==> config.mk <==
export PLATFORM = sky130hd
export DESIGN_NAME = glb_dma_queue_sched
export DESIGN_NICKNAME = d
export VERILOG_FILES = /design/src/rtl/glb_dma_queue_sched_pkg.sv /design/src/rtl/glb_dma_queue_sched.sv
export SDC_FILE = /design/constraint.sdc
export NUM_CORES = 1
export LEC_CHECK = 0
export BUFFER_PORTS_ARGS = -buffer_cell sky130_fd_sc_hd__clkbuf_2
export CAP_MARGIN = 20
export CELL_PAD_IN_SITES_DETAIL_PLACEMENT = 1
export CELL_PAD_IN_SITES_GLOBAL_PLACEMENT = 1
export CORE_AREA = 3 3 76 78
export DETAILED_ROUTE_END_ITERATION = 10
export DIE_AREA = 0 0 79 81
export GPL_TIMING_DRIVEN = 0
export PLACE_DENSITY = 0.75
export SETUP_SLACK_MARGIN = 0.02
export SLEW_MARGIN = 30
export SYNTH_ARGS = -nofsm -noshare
export SYNTH_HDL_FRONTEND = slang
export SYNTH_SLANG_ARGS = --single-unit
==> constraint.sdc <==
create_clock -name clk -period 3.9 [get_ports clk]
set_input_delay 0.78 -clock clk [delete_from_list [all_inputs] [get_ports clk]]
set_output_delay 0.78 -clock clk [all_outputs]
set_load 0.02 [all_outputs]
==> src/rtl/glb_dma_queue_sched_pkg.sv <==
// Shared types for the GLB tile DMA queue sequencer.
// Holds the parameter defaults, the queue mode encoding and the FSM state encoding.
package glb_dma_queue_sched_pkg;

    localparam int DMA_Q_DEPTH_DEFAULT     = 4;
    localparam int DMA_Q_GAP_WIDTH_DEFAULT = 8;

    typedef enum logic [1:0] {
        DMA_Q_OFF    = 2'd0,
        DMA_Q_SINGLE = 2'd1,
        DMA_Q_REPEAT = 2'd2,
        DMA_Q_STEP   = 2'd3
    } dma_q_mode_e;

    typedef enum logic [1:0] {
        IDLE   = 2'd0,
        LAUNCH = 2'd1,
        BUSY   = 2'd2,
        GAP    = 2'd3
    } dma_q_state_e;

endpackage

==> src/rtl/glb_dma_queue_sched.sv <==
// Sequencer for one GLB tile DMA engine (load or store).
// Walks the header slots in order, launches one transfer per valid header,
// waits for done, inserts a programmable gap, invalidates consumed headers
// and raises the tile interrupt at end of pass.
//
// Ports:
//   clk, reset_n        clock, synchronous active-low reset
//   clk_en              tile clock enable; state frozen while low
//   soft_reset          synchronous soft reset, highest priority
//   cfg_mode            0 OFF, 1 SINGLE, 2 REPEAT, 3 STEP
//   cfg_gap             idle cycles between done and next launch
//   hdr_valid           per-slot header valid bits
//   start_pulse         start trigger
//   dma_done_pulse      active transfer finished
//   dma_launch_pulse    one-cycle launch of slot dma_entry_sel
//   dma_entry_sel       slot index driving the engine (held between launches)
//   dma_busy            high whenever the FSM is not IDLE
//   invalidate_pulse    one-hot clear of the consumed slot
//   interrupt_pulse     one-cycle completion interrupt
//
// state  | meaning
// IDLE   | waiting for a start trigger
// LAUNCH | first launch of a pass is issued
// BUSY   | transfer in flight, waiting for done
// GAP    | counting idle cycles before the next launch
module glb_dma_queue_sched
    import glb_dma_queue_sched_pkg::*;
#(
    parameter int QUEUE_DEPTH = DMA_Q_DEPTH_DEFAULT,
    parameter int GAP_WIDTH   = DMA_Q_GAP_WIDTH_DEFAULT
) (
    input  logic                           clk,
    input  logic                           reset_n,
    input  logic                           clk_en,
    input  logic                           soft_reset,
    input  logic [1:0]                     cfg_mode,
    input  logic [GAP_WIDTH-1:0]           cfg_gap,
    input  logic [QUEUE_DEPTH-1:0]         hdr_valid,
    input  logic                           start_pulse,
    input  logic                           dma_done_pulse,
    output logic                           dma_launch_pulse,
    output logic [$clog2(QUEUE_DEPTH)-1:0] dma_entry_sel,
    output logic                           dma_busy,
    output logic [QUEUE_DEPTH-1:0]         invalidate_pulse,
    output logic                           interrupt_pulse
);

    localparam int IDX_W = $clog2(QUEUE_DEPTH);
    typedef logic [IDX_W-1:0] idx_t;

    dma_q_state_e           state_q, state_d;
    dma_q_mode_e            mode_q, mode_d;
    idx_t                   idx_q, idx_d;
    idx_t                   step_ptr_q, step_ptr_d;
    logic [GAP_WIDTH-1:0]   gap_cnt_q, gap_cnt_d;
    logic                   launch_q, launch_d;
    idx_t                   sel_q, sel_d;
    logic                   busy_q, busy_d;
    logic [QUEUE_DEPTH-1:0] inval_q, inval_d;
    logic                   irq_q, irq_d;

    dma_q_mode_e cfg_mode_e;
    idx_t        nxt_idx;
    idx_t        start_idx;
    logic        end_of_pass;
    logic        schedule;

    assign cfg_mode_e = dma_q_mode_e'(cfg_mode);

    always_comb begin
        state_d     = state_q;
        mode_d      = mode_q;
        idx_d       = idx_q;
        step_ptr_d  = step_ptr_q;
        gap_cnt_d   = gap_cnt_q;
        launch_d    = 1'b0;
        sel_d       = sel_q;
        inval_d     = '0;
        irq_d       = 1'b0;
        schedule    = 1'b0;
        start_idx   = '0;
        // Power-of-two depth: the natural index wrap is the modulo.
        nxt_idx     = idx_q + idx_t'(1);
        // hdr_valid is the live value at done; our own invalidate is not yet applied.
        end_of_pass = (nxt_idx == '0) || !hdr_valid[nxt_idx] || (cfg_mode_e == DMA_Q_OFF);

        case (state_q)
            IDLE: begin
                if (start_pulse && cfg_mode_e != DMA_Q_OFF) begin
                    mode_d    = cfg_mode_e;
                    start_idx = (cfg_mode_e == DMA_Q_STEP) ? step_ptr_q : '0;
                    idx_d     = start_idx;
                    // An empty first slot drops the start without any output.
                    if (hdr_valid[start_idx]) begin
                        state_d = LAUNCH;
                    end
                end
            end
            LAUNCH: begin
                launch_d = 1'b1;
                sel_d    = idx_q;
                state_d  = BUSY;
            end
            BUSY: begin
                if (dma_done_pulse) begin
                    case (mode_q)
                        DMA_Q_SINGLE: begin
                            inval_d = QUEUE_DEPTH'(1) << idx_q;
                            if (end_of_pass) begin
                                irq_d   = 1'b1;
                                state_d = IDLE;
                            end else begin
                                idx_d    = nxt_idx;
                                schedule = 1'b1;
                            end
                        end
                        DMA_Q_REPEAT: begin
                            if (end_of_pass) begin
                                irq_d = 1'b1;
                                idx_d = '0;
                                if (cfg_mode_e == DMA_Q_OFF || !hdr_valid[0]) begin
                                    state_d = IDLE;
                                end else begin
                                    schedule = 1'b1;
                                end
                            end else begin
                                idx_d    = nxt_idx;
                                schedule = 1'b1;
                            end
                        end
                        DMA_Q_STEP: begin
                            inval_d    = QUEUE_DEPTH'(1) << idx_q;
                            irq_d      = 1'b1;
                            step_ptr_d = nxt_idx;
                            state_d    = IDLE;
                        end
                        default: state_d = IDLE;
                    endcase
                end
            end
            GAP: begin
                if (gap_cnt_q == '0) begin
                    launch_d = 1'b1;
                    sel_d    = idx_q;
                    state_d  = BUSY;
                end else begin
                    gap_cnt_d = gap_cnt_q - GAP_WIDTH'(1);
                end
            end
            default: state_d = IDLE;
        endcase

        // A zero gap launches straight from the done cycle; otherwise the
        // counter is loaded one short so the launch lands g cycles later.
        if (schedule) begin
            if (cfg_gap == '0) begin
                launch_d = 1'b1;
                sel_d    = idx_d;
                state_d  = BUSY;
            end else begin
                gap_cnt_d = cfg_gap - GAP_WIDTH'(1);
                state_d   = GAP;
            end
        end

        busy_d = (state_d != IDLE);
    end

    always_ff @(posedge clk) begin
        if (!reset_n || soft_reset) begin
            state_q    <= IDLE;
            mode_q     <= DMA_Q_OFF;
            idx_q      <= '0;
            step_ptr_q <= '0;
            gap_cnt_q  <= '0;
            launch_q   <= 1'b0;
            sel_q      <= '0;
            busy_q     <= 1'b0;
            inval_q    <= '0;
            irq_q      <= 1'b0;
        end else if (clk_en) begin
            state_q    <= state_d;
            mode_q     <= mode_d;
            idx_q      <= idx_d;
            step_ptr_q <= step_ptr_d;
            gap_cnt_q  <= gap_cnt_d;
            launch_q   <= launch_d;
            sel_q      <= sel_d;
            busy_q     <= busy_d;
            inval_q    <= inval_d;
            irq_q      <= irq_d;
        end else begin
            launch_q   <= 1'b0;
            inval_q    <= '0;
            irq_q      <= 1'b0;
        end
    end

    assign dma_launch_pulse = launch_q;
    assign dma_entry_sel    = sel_q;
    assign dma_busy         = busy_q;
    assign invalidate_pulse = inval_q;
    assign interrupt_pulse  = irq_q;

endmodule

==> impl_metrics.yaml, run 1 <==
sta:
  setup_viol: 0
  hold_violations: 0
  rsz0062_at_grt: "false"
  max_slew_margin_pct: 46.1
  finClkSkew_ps: 8.52
  fmax_mhz: 394
  worst_pin_slew_ps: 788
  tns_ps: 0
  slew_violations: 0
  fin_crit_sh_pct: 65.0
  worst_slack_ps: 1360
  period_minus_slack_ps: 2540
power_and_ir_drop:
  p_sw_share_pct: 27.7
  power.leakage_nw: 0.798
  seqPwrFrac_pct: 51.8
  power_w: 0.000505
  ir_drop_uv: 128
  power_density_nw_per_um2: 248
  p_sw_w: 0.000140
  p_clk_share_pct: 31.9
  p_int_w: 0.000365
  comb_power_share_pct: 16.3
synthesis:
  synth_area_um2: 1780
  syn_nets: 244
  yosysWarnings: 0
  muxShareOfSynthArea_pct: 3.86
  synth_edf_count: 0
  synth_top_family_by_area: "simple AND/OR/NAND/NOR gates"
  synth_fa_ha_area_share_pct: 5.62
  synth.area.top_cells: "dfxtp_1 (28%), ha_1 (5.6%), a21oi_1 (4.2%), o21ai_0 (4.2%), nand3_1 (3.7%)"
  yosysMostFrequentCell: "dfxtp_1"
  yosysTopAreaCell: "dfxtp_1"
  synthFlopType: "dfxtp_1"
  yosysTopAreaCellShare_pct: 28.1
  ys_seq_area_share_pct: 28.1
  yosys.area_share.simple_pct: 25.6
  synthCells: 216
  synth_async_sr_flop_share_pct: 0
  ys_types: 58
  synth_xor_area_share_pct: 3.44
  synth-compound-area-share_pct: 25.6
  synth.avg_cell_area_um2: 8.25
  ys_seq_elements: 25
  synth_common_cells: "dfxtp_1 (25), nand2_1 (16), nor2_1 (16)"
floorplanning:
  fp.dieW_um: 79
  die_h_um: 81
  core_area_um2: 5140
  die_area_um2: 6400
  ios: 29
  start_util_pct: 34.7
  rows: 26
clock_network:
  root_buffer: "clkbuf_8"
  cts_tree: "done"
  cts.sinks: 25
  clk_transition_reported_paths_ps: 100
  clk_latency_ps: 280
  htree_levels: 1
  cts_inserted_buffers: 3
  clockBufferDepth: 2
  cts_setup_buffers: 0
  hold_buffers: 0
  cts-resized-gates: 0
placement:
  port_buffers: 24
  pre_cts_slack_ps: 1070
  place_congestion: 0.878
  dp_cells: 310
  hpwl_mm: 4.06
critical_path:
  reg2reg_slack_ps: 1380
  crit_path_start_kind: "input pin"
  critical_path_class: "input pin to flop"
  crit_required_ps: 4070
  r2r-start: "idx_q[0]"
  end_kind: "flop"
  reg2reg_depth: 10
  crit_arrival_ps: 2710
  worstPathMaxFanout: 7
  worstReg2RegEnd: "dma_entry_sel[0]"
final_layout:
  n_fill_cell: 661
  area_growth_pct: 14.2
  layoutNonFillerInstCount: 314
  layout.nets: 273
  drive_gt1_share_pct: 18.9
  antennaDiodeCount: 0
drt:
  drtPass1Iterations: 4
  drtIter0Drc: 98
  avgViaCountPerCell: 5.68
  postRouteAntennaNets: 0
  routed_wl_mm: 5.24
  drc: 0
  vias: 1784
  route.detailed.wl_per_inst_um: 16.7
global_route:
  grt_max_degree: 14
  antenna_found_initial: 0
  grt_overflow_total: 0
  grt_pass1_wl_mm: 8.80
  grt_pass1_vias: 1789
  track_usage_pct: 17.3
job:
  drv_cap: 0
worst_hold_path:
  worstHoldStart: "mode_q[0]"
  min_path_cells: 2
  hold_path_class: "flop to flop"
  hold_end: "mode_q[0]"
run_status:
  outcome: "finished, final reports clean"
worst max-delay path by stage:
stage | slack, ps | startpoint | to | cells after the start
finish | 1360 | cfg_gap[2] | gap_cnt_q[4] | 6
global route | 1210 | idx_q[0] | dma_entry_sel[0] | 10
CTS | 1360 | cfg_gap[2] | gap_cnt_q[4] | 6
detailed placement | 1070 | cfg_gap[2] | gap_cnt_q[4] | 6
global placement | 1070 | cfg_gap[2] | gap_cnt_q[4] | 6
floorplan | 1330 | cfg_gap[3] | dma_entry_sel[1] | 5
routing by layer:
| metal | routed length [um] | global-route usage (%) | up-vias |
|---|---|---|---|
| met2 | 2390 | 29.0 | 41 |
| met4 | 61 | 4.81 | 0 |
| met5 | 0 | 0 | - |
| li1 | - | - | 866 |
| met1 | 2620 | 23.5 | 871 |
| met3 | 172 | 2.11 | 6 |
layout make-up:
class	instances	area [um^2]	share of cell area, %
Tap cell	70	87.6	4.31
Timing Repair Buffer	24	120	5.90
Multi-Input combinational cell	166	1140	56.2
Sequential cell	25	500	24.6
Clock buffer	4	45.0	2.21
Inverter	13	48.8	2.40
Buffer	12	88.8	4.37
per-stage QoR:
stage               instance area [um^2]  hold WS (ps)  utilization (%)
floorplan                           1780           469                -
global placement                    1990           488             38.7
detailed placement                  1990           503             38.7
CTS                                 2030           518             39.6
global route                        2030           539             39.6
finish                              2030           517             39.6
power by group through the flow:
stage	Sequential [W]	Clock [W]	Combinational (W)
2_1_floorplan	0.000268	0	0.0000518
3_3_place_gp	0.000268	0	0.0000799
3_5_place_dp	0.000268	0	0.0000817
4_1_cts	0.000262	0.000166	0.0000822
5_1_grt	0.000263	0.000177	0.0000913
6_report	0.000262	0.000161	0.0000825
registers in the layout, summed over array words and instances (netlist names):
register	flops
mode_q	2
dma_launch_pulse	1
gap_cnt_q	8
idx_q	2
invalidate_pulse	4
dma_busy	1
state_q	2
interrupt_pulse	1
step_ptr_q	2
dma_entry_sel	2
cells by family after synthesis:
| kind of cell | Yosys count |
|---|---|
| muxes | 5 |
| adders and majority gates | 8 |
| buffers and inverters | 25 |
| xor gates and xnor gates | 7 |
| AOI/OAI and AO/OA | 65 |
| and+or+nand+nor | 81 |
| DFF | 25 |
placed cells by master (no fill, tap or decap), types with 2 or more instances in the layout:
master,synthesis,layout
a21o_1,2,2
a21oi_1,15,15
a32o_1,4,4
and2_1,2,2
and4_1,2,2
clkbuf_1,8,9
clkbuf_2,0,24
clkbuf_8,0,3
dfxtp_1,25,25
ha_1,8,8
inv_1,13,13
mux2_2,2,2
mux2i_1,2,2
nand2_1,16,16
nand3_1,13,13
nand4_1,3,3
nor2_1,16,16
nor2b_1,3,3
nor3_1,6,6
nor4_1,3,3
nor4b_1,2,2
o2111a_1,2,2
o2111ai_1,3,3
o211a_1,2,2
o21a_1,2,2
o21ai_0,15,15
o22ai_1,3,3
o311ai_0,2,2
o31ai_1,3,3
or2_2,3,3
or4_4,2,2
xnor2_1,4,4
xor2_1,3,3
worst max-delay path, stage by stage:
cell	delay, ps
clkbuf_2	120
or4_4	530
or4_4	460
nand3_1	290
o311ai_0	240
a32o_1	290
Power figures use the tool's default switching activity.
==> inputs of run 2 (changes only) <==
- PLACE_DENSITY: 0.75 -> 0.77
- clock period: 3.9 -> 2.09 ns (I/O delays scaled with it)
==> run 2 against run 1 <==
The flow now finishes with violations (setup timing). Sequential share of layout area shrank 1.5 points. Routed wire length up 7.7%. Clock skew shrank 4.3 ps. Register-to-register slack worse by 1500 ps. Critical endpoint is now dma_entry_sel[0].
==> impl_metrics.yaml, run 2 (synthesis results as in run 1) <==
run_status:
  outcome: "finished, violations left"
  violations: "setup timing"
clock_network:
  clk_latency_ps: 290
  cts.sinks: 25
  clockBufferDepth: 2
  clk_transition_reported_paths_ps: 100
  cts_inserted_buffers: 3
  cts_tree: "done"
  htree_levels: 1
  root_buffer: "clkbuf_8"
floorplanning:
  start_util_pct: 34.7
  fp.dieW_um: 79
  die_area_um2: 6400
  die_h_um: 81
  ios: 29
  core_area_um2: 5140
  rows: 26
sta:
  fin_hold_ws_ps: 510
  setup_viol: 2
  rsz0062_at_grt: "true"
  period_minus_slack_ps: 2180
  max_slew_margin_pct: 55.1
  hold_violations: 0
  fmax_mhz: 459
  slew_violations: 0
  worst_pin_slew_ps: 672
  fin_crit_sh_pct: 104
  finClkSkew_ps: 4.24
  worst_slack_ps: -89.0
final_layout:
  fin_util_pct: 42.5
  fin_area_um2: 2180
  antennaDiodeCount: 0
  layout.nets: 280
  layout_common_cells: "dfxtp_1 (23), clkbuf_2 (23), nor2_1 (16), nand2_1 (15), a21oi_1 (14)"
  area_growth_pct: 22.6
  layoutNonFillerInstCount: 321
  n_fill_cell: 654
  top_register: "gap_cnt_q"
  largest_reg_flops: 8
  drive_gt1_share_pct: 27.9
power_and_ir_drop:
  power_w: 0.000988
  power_density_nw_per_um2: 452
  power.leakage_nw: 0.840
  ir_drop_uv: 253
drt:
  postRouteAntennaNets: 0
  drc: 0
  drtIter0Drc: 103
  routed_wl_mm: 5.65
  route.detailed.wl_per_inst_um: 17.6
  drtPass1Iterations: 4
  avgViaCountPerCell: 5.64
  vias: 1810
critical_path:
  crit_path_frequent_cell: "o2111ai_2"
  crit_family: "multiplexers"
  end_kind: "flop"
  max_stage_delay_ps: 550
  crit_path_start_kind: "flop"
  critical_path_class: "flop to flop"
  crit_slowest_cell: "mux4_2"
  crit_required_ps: 2250
  path_cells: "buf_6 > mux4_2 > nand2_2 > inv_2 > ha_4 > and2_4 > o2111ai_2 > o2111ai_2 > o22ai_1 > nor3_1"
  path_buf_inv: 2
  worstPathMaxFanout: 3
  crit_arrival_ps: 2340
job:
  drv_cap: 0
placement:
  dp_cells: 310
  hpwl_mm: 4.01
  port_buffers: 24
  place_congestion: 0.844
  placed_cell_area_um2: 1990
worst_hold_path:
  hold_path_class: "input pin to flop"
global_route:
  grt_overflow_total: 0
  antenna_found_initial: 0
  grt_pass1_wl_mm: 9.07
  grt_pass1_vias: 1768
  grt_max_degree: 16
  track_usage_pct: 18.0
## run 2: changes by cell type in the layout (fill, tap and decap cells not counted), sizes merged
cell and change:
buf +8, clkbuf -2, clkinvlp +1
## run 2: area by class of cell
class / count / area, um^2 / share of cell area (%)
Multi-Input combinational cell: 166 / 1210 / 55.3
Tap cell: 70 / 87.6 / 4.01
Timing Repair Buffer: 31 / 189 / 8.65
Clock inverter: 1 / 7.51 / 0.344
Inverter: 13 / 48.8 / 2.23
Clock buffer: 3 / 41.3 / 1.89
Buffer: 12 / 96.3 / 4.41
Sequential cell: 25 / 505 / 23.1
## run 2: worst paths after layout
check,depth (start not counted),from,endpoint,slack (ps)
min,4,cfg_gap[7],gap_cnt_q[7],510
max,10,idx_q[0],dma_entry_sel[0],-90
min reg2reg,2,mode_q[0],mode_q[0],540
max reg2reg,10,idx_q[0],dma_entry_sel[0],-90
## run 2: per-stage QoR
stage	setup TNS, ps	setup WS [ps]
after floorplan	-154	-120
after global placement	-2630	-328
after detailed placement	-2840	-340
after CTS	-115	-81.4
after global routing	-418	-173
final	-135	-89.0
## run 2: tightest hold or removal path: stages
cell and delay (ps):
clkbuf_2 100, xor2_1 80, nand3_1 100, a21oi_1 70
## run 2: repair_timing
item	4_1_cts	5_1_grt
pin swaps	5	3
gates resized for setup	16	10
setup buffers	4	3
hold buffers	0	0
gates cloned	0	0
setup endpoints to repair	8	11
## run 2: power breakdown
| part | switching (W) | total [W] | leakage, nW | internal [W] |
|---|---|---|---|---|
| combinational | 0.000101 | 0.000177 | 0.615 | 0.0000763 |
| clock | 0.000186 | 0.000322 | 0.0217 | 0.000136 |
| sequential | 0.00000647 | 0.000488 | 0.203 | 0.000481 |
## run 2: layer usage
metal | part of all wire (%) | GRT usage (%)
met1 | 45 | 22.0
met2 | 50 | 33.4
met3 | 3.3 | 1.22
met4 | 1.3 | 5.67
met5 | 0 | 0
==> inputs of run 3 (changes only) <==
- CAP_MARGIN: 20 -> 0
- PLACE_DENSITY: 0.77 -> 0.75
- clock period: 2.09 -> 2.21 ns (I/O delays scaled with it)
==> run 3 against run 2 <==
Worst setup slack better by 67 ps. Clock skew up 9.3 ps. Die area unchanged. The run still ends with setup timing left. Sequential power down 5.7%. Register-to-register slack better by 70 ps. Critical endpoint is now idx_q[0]. Critical path depth unchanged. Clock power down 8.4%.
==> impl_metrics.yaml, run 3 (synthesis results as in run 1) <==
power_and_ir_drop:
  power.leakage_nw: 0.853
  power_density_nw_per_um2: 422
  ir_drop_uv: 206
sta:
  rsz0062_at_grt: "true"
  worst_pin_slew_ps: 695
  fmax_mhz: 448
  finClkSkew_ps: 13.6
  slew_violations: 0
  period_minus_slack_ps: 2230
  worst_slack_ps: -21.6
  setup_viol: 1
  hold_violations: 0
  fin_crit_sh_pct: 101
  max_slew_margin_pct: 53.5
floorplanning:
  fp.dieW_um: 79
  start_util_pct: 34.7
  die_area_um2: 6400
  rows: 26
  ios: 29
  die_h_um: 81
  core_area_um2: 5140
clock_network:
  cts_inserted_buffers: 3
  clk_latency_ps: 290
  htree_levels: 1
  cts.sinks: 25
  cts_tree: "done"
  hold_buffers: 0
  root_buffer: "clkbuf_8"
  clk_transition_reported_paths_ps: 100
  clockBufferDepth: 2
job:
  drv_cap: 0
final_layout:
  largest_reg_flops: 8
  layout.nets: 281
  top_register: "gap_cnt_q"
  fin_area_um2: 2210
  layoutNonFillerInstCount: 322
  drive_gt1_share_pct: 29.4
  layout_common_cells: "clkbuf_2 (23), dfxtp_1 (22), nor2_1 (16), nand2_1 (15)"
  antennaDiodeCount: 0
  n_fill_cell: 654
  area_growth_pct: 24.3
  layout_commonest_cell: "clkbuf_2"
placement:
  dp_cells: 310
  port_buffers: 24
  hpwl_mm: 4.12
  placed_cell_area_um2: 1990
  place_congestion: 0.883
critical_path:
  critical_path_class: "flop to flop"
  end_kind: "flop"
  worstPathMaxFanout: 3
  reg2reg_slack_ps: -20
  crit_required_ps: 2400
  crit_arrival_ps: 2420
  crit_path_start_kind: "flop"
  reg2reg_depth: 10
global_route:
  grt_max_degree: 14
  grt_pass1_vias: 1816
  grt_overflow_total: 0
  track_usage_pct: 18.1
  antenna_found_initial: 0
  grt_pass1_wl_mm: 9.09
drt:
  drtPass1Iterations: 4
  avgViaCountPerCell: 5.60
  drtIter0Drc: 72
  route.detailed.wl_per_inst_um: 17.5
  routed_wl_mm: 5.64
  drc: 0
  postRouteAntennaNets: 0
  vias: 1804
run_status:
  violations: "setup timing"
  outcome: "finished, violations left"
worst_hold_path:
  min_path_cells: 2
  hold_path_class: "flop to flop"
[run 3: cell count changes in the layout (fill, tap and decap cells not counted), sizes merged]
cell      delta
buf          +2
clkinvlp     -1
[run 3: path summary, 6_finish.rpt]
path                  start   endpoint
hold / removal    mode_q[0]  mode_q[0]
hold reg to reg   mode_q[0]  mode_q[0]
setup / recovery   idx_q[0]   idx_q[0]
setup reg to reg   idx_q[0]   idx_q[0]
[run 3: power by group]
part / total [W] / internal (W) / switching (W) / leakage [nW]
logic: 0.000179 / 0.0000799 / 0.0000987 / 0.626
clock network: 0.000295 / 0.000130 / 0.000165 / 0.0228
registers: 0.000460 / 0.000454 / 0.00000612 / 0.204
[run 3: area by class of cell]
type,instances,area (um^2),share of cell area (%)
multi-input combinational,166,1220,55.2
inverter,13,48.8,2.20
timing repair buffer,32,205,9.27
buffer,12,96.3,4.35
clock buffer,4,45.0,2.03
tap,70,87.6,3.95
sequential,25,509,23.0
[run 3: critical path: stages, from the launching register on]
cell       delay [ps]
dfxtp_4           380
buf_6             100
mux4_2            540
nand2_2           100
inv_2              50
ha_4              260
nor2b_2            40
o2111ai_2         190
o2111ai_2         170
buf_4             200
o211a_1           110
[run 3: timing repair]
action	4_1_cts	5_1_grt
buffers inserted	4	4
gates resized for setup	14	18
pin swaps	5	7
setup endpoints to repair	7	8
[run 3: per-stage QoR]
step	power (W)	utilization [%]	setup TNS [ps]	hold WS [ps]	worst slack [ps]
final	0.000934	43.1	-21.6	490	-21.6
after global routing	0.000972	43.1	-76.6	522	-54.0
after CTS	0.000921	41.2	-13.4	501	-13.4
after detailed placement	0.000617	38.7	-2120	497	-287
after global placement	0.000614	38.7	-1700	484	-246
after floorplan	0.000564	-	-24.3	469	-24.3
[run 3: routing by layer]
| layer | track usage (%) | wire length (um) |
|---|---|---|
| met1 | 23.6 | 2620 |
| met2 | 31.5 | 2730 |
| met3 | 1.77 | 176 |
| met4 | 6.01 | 106 |
| met5 | 0 | 0 |
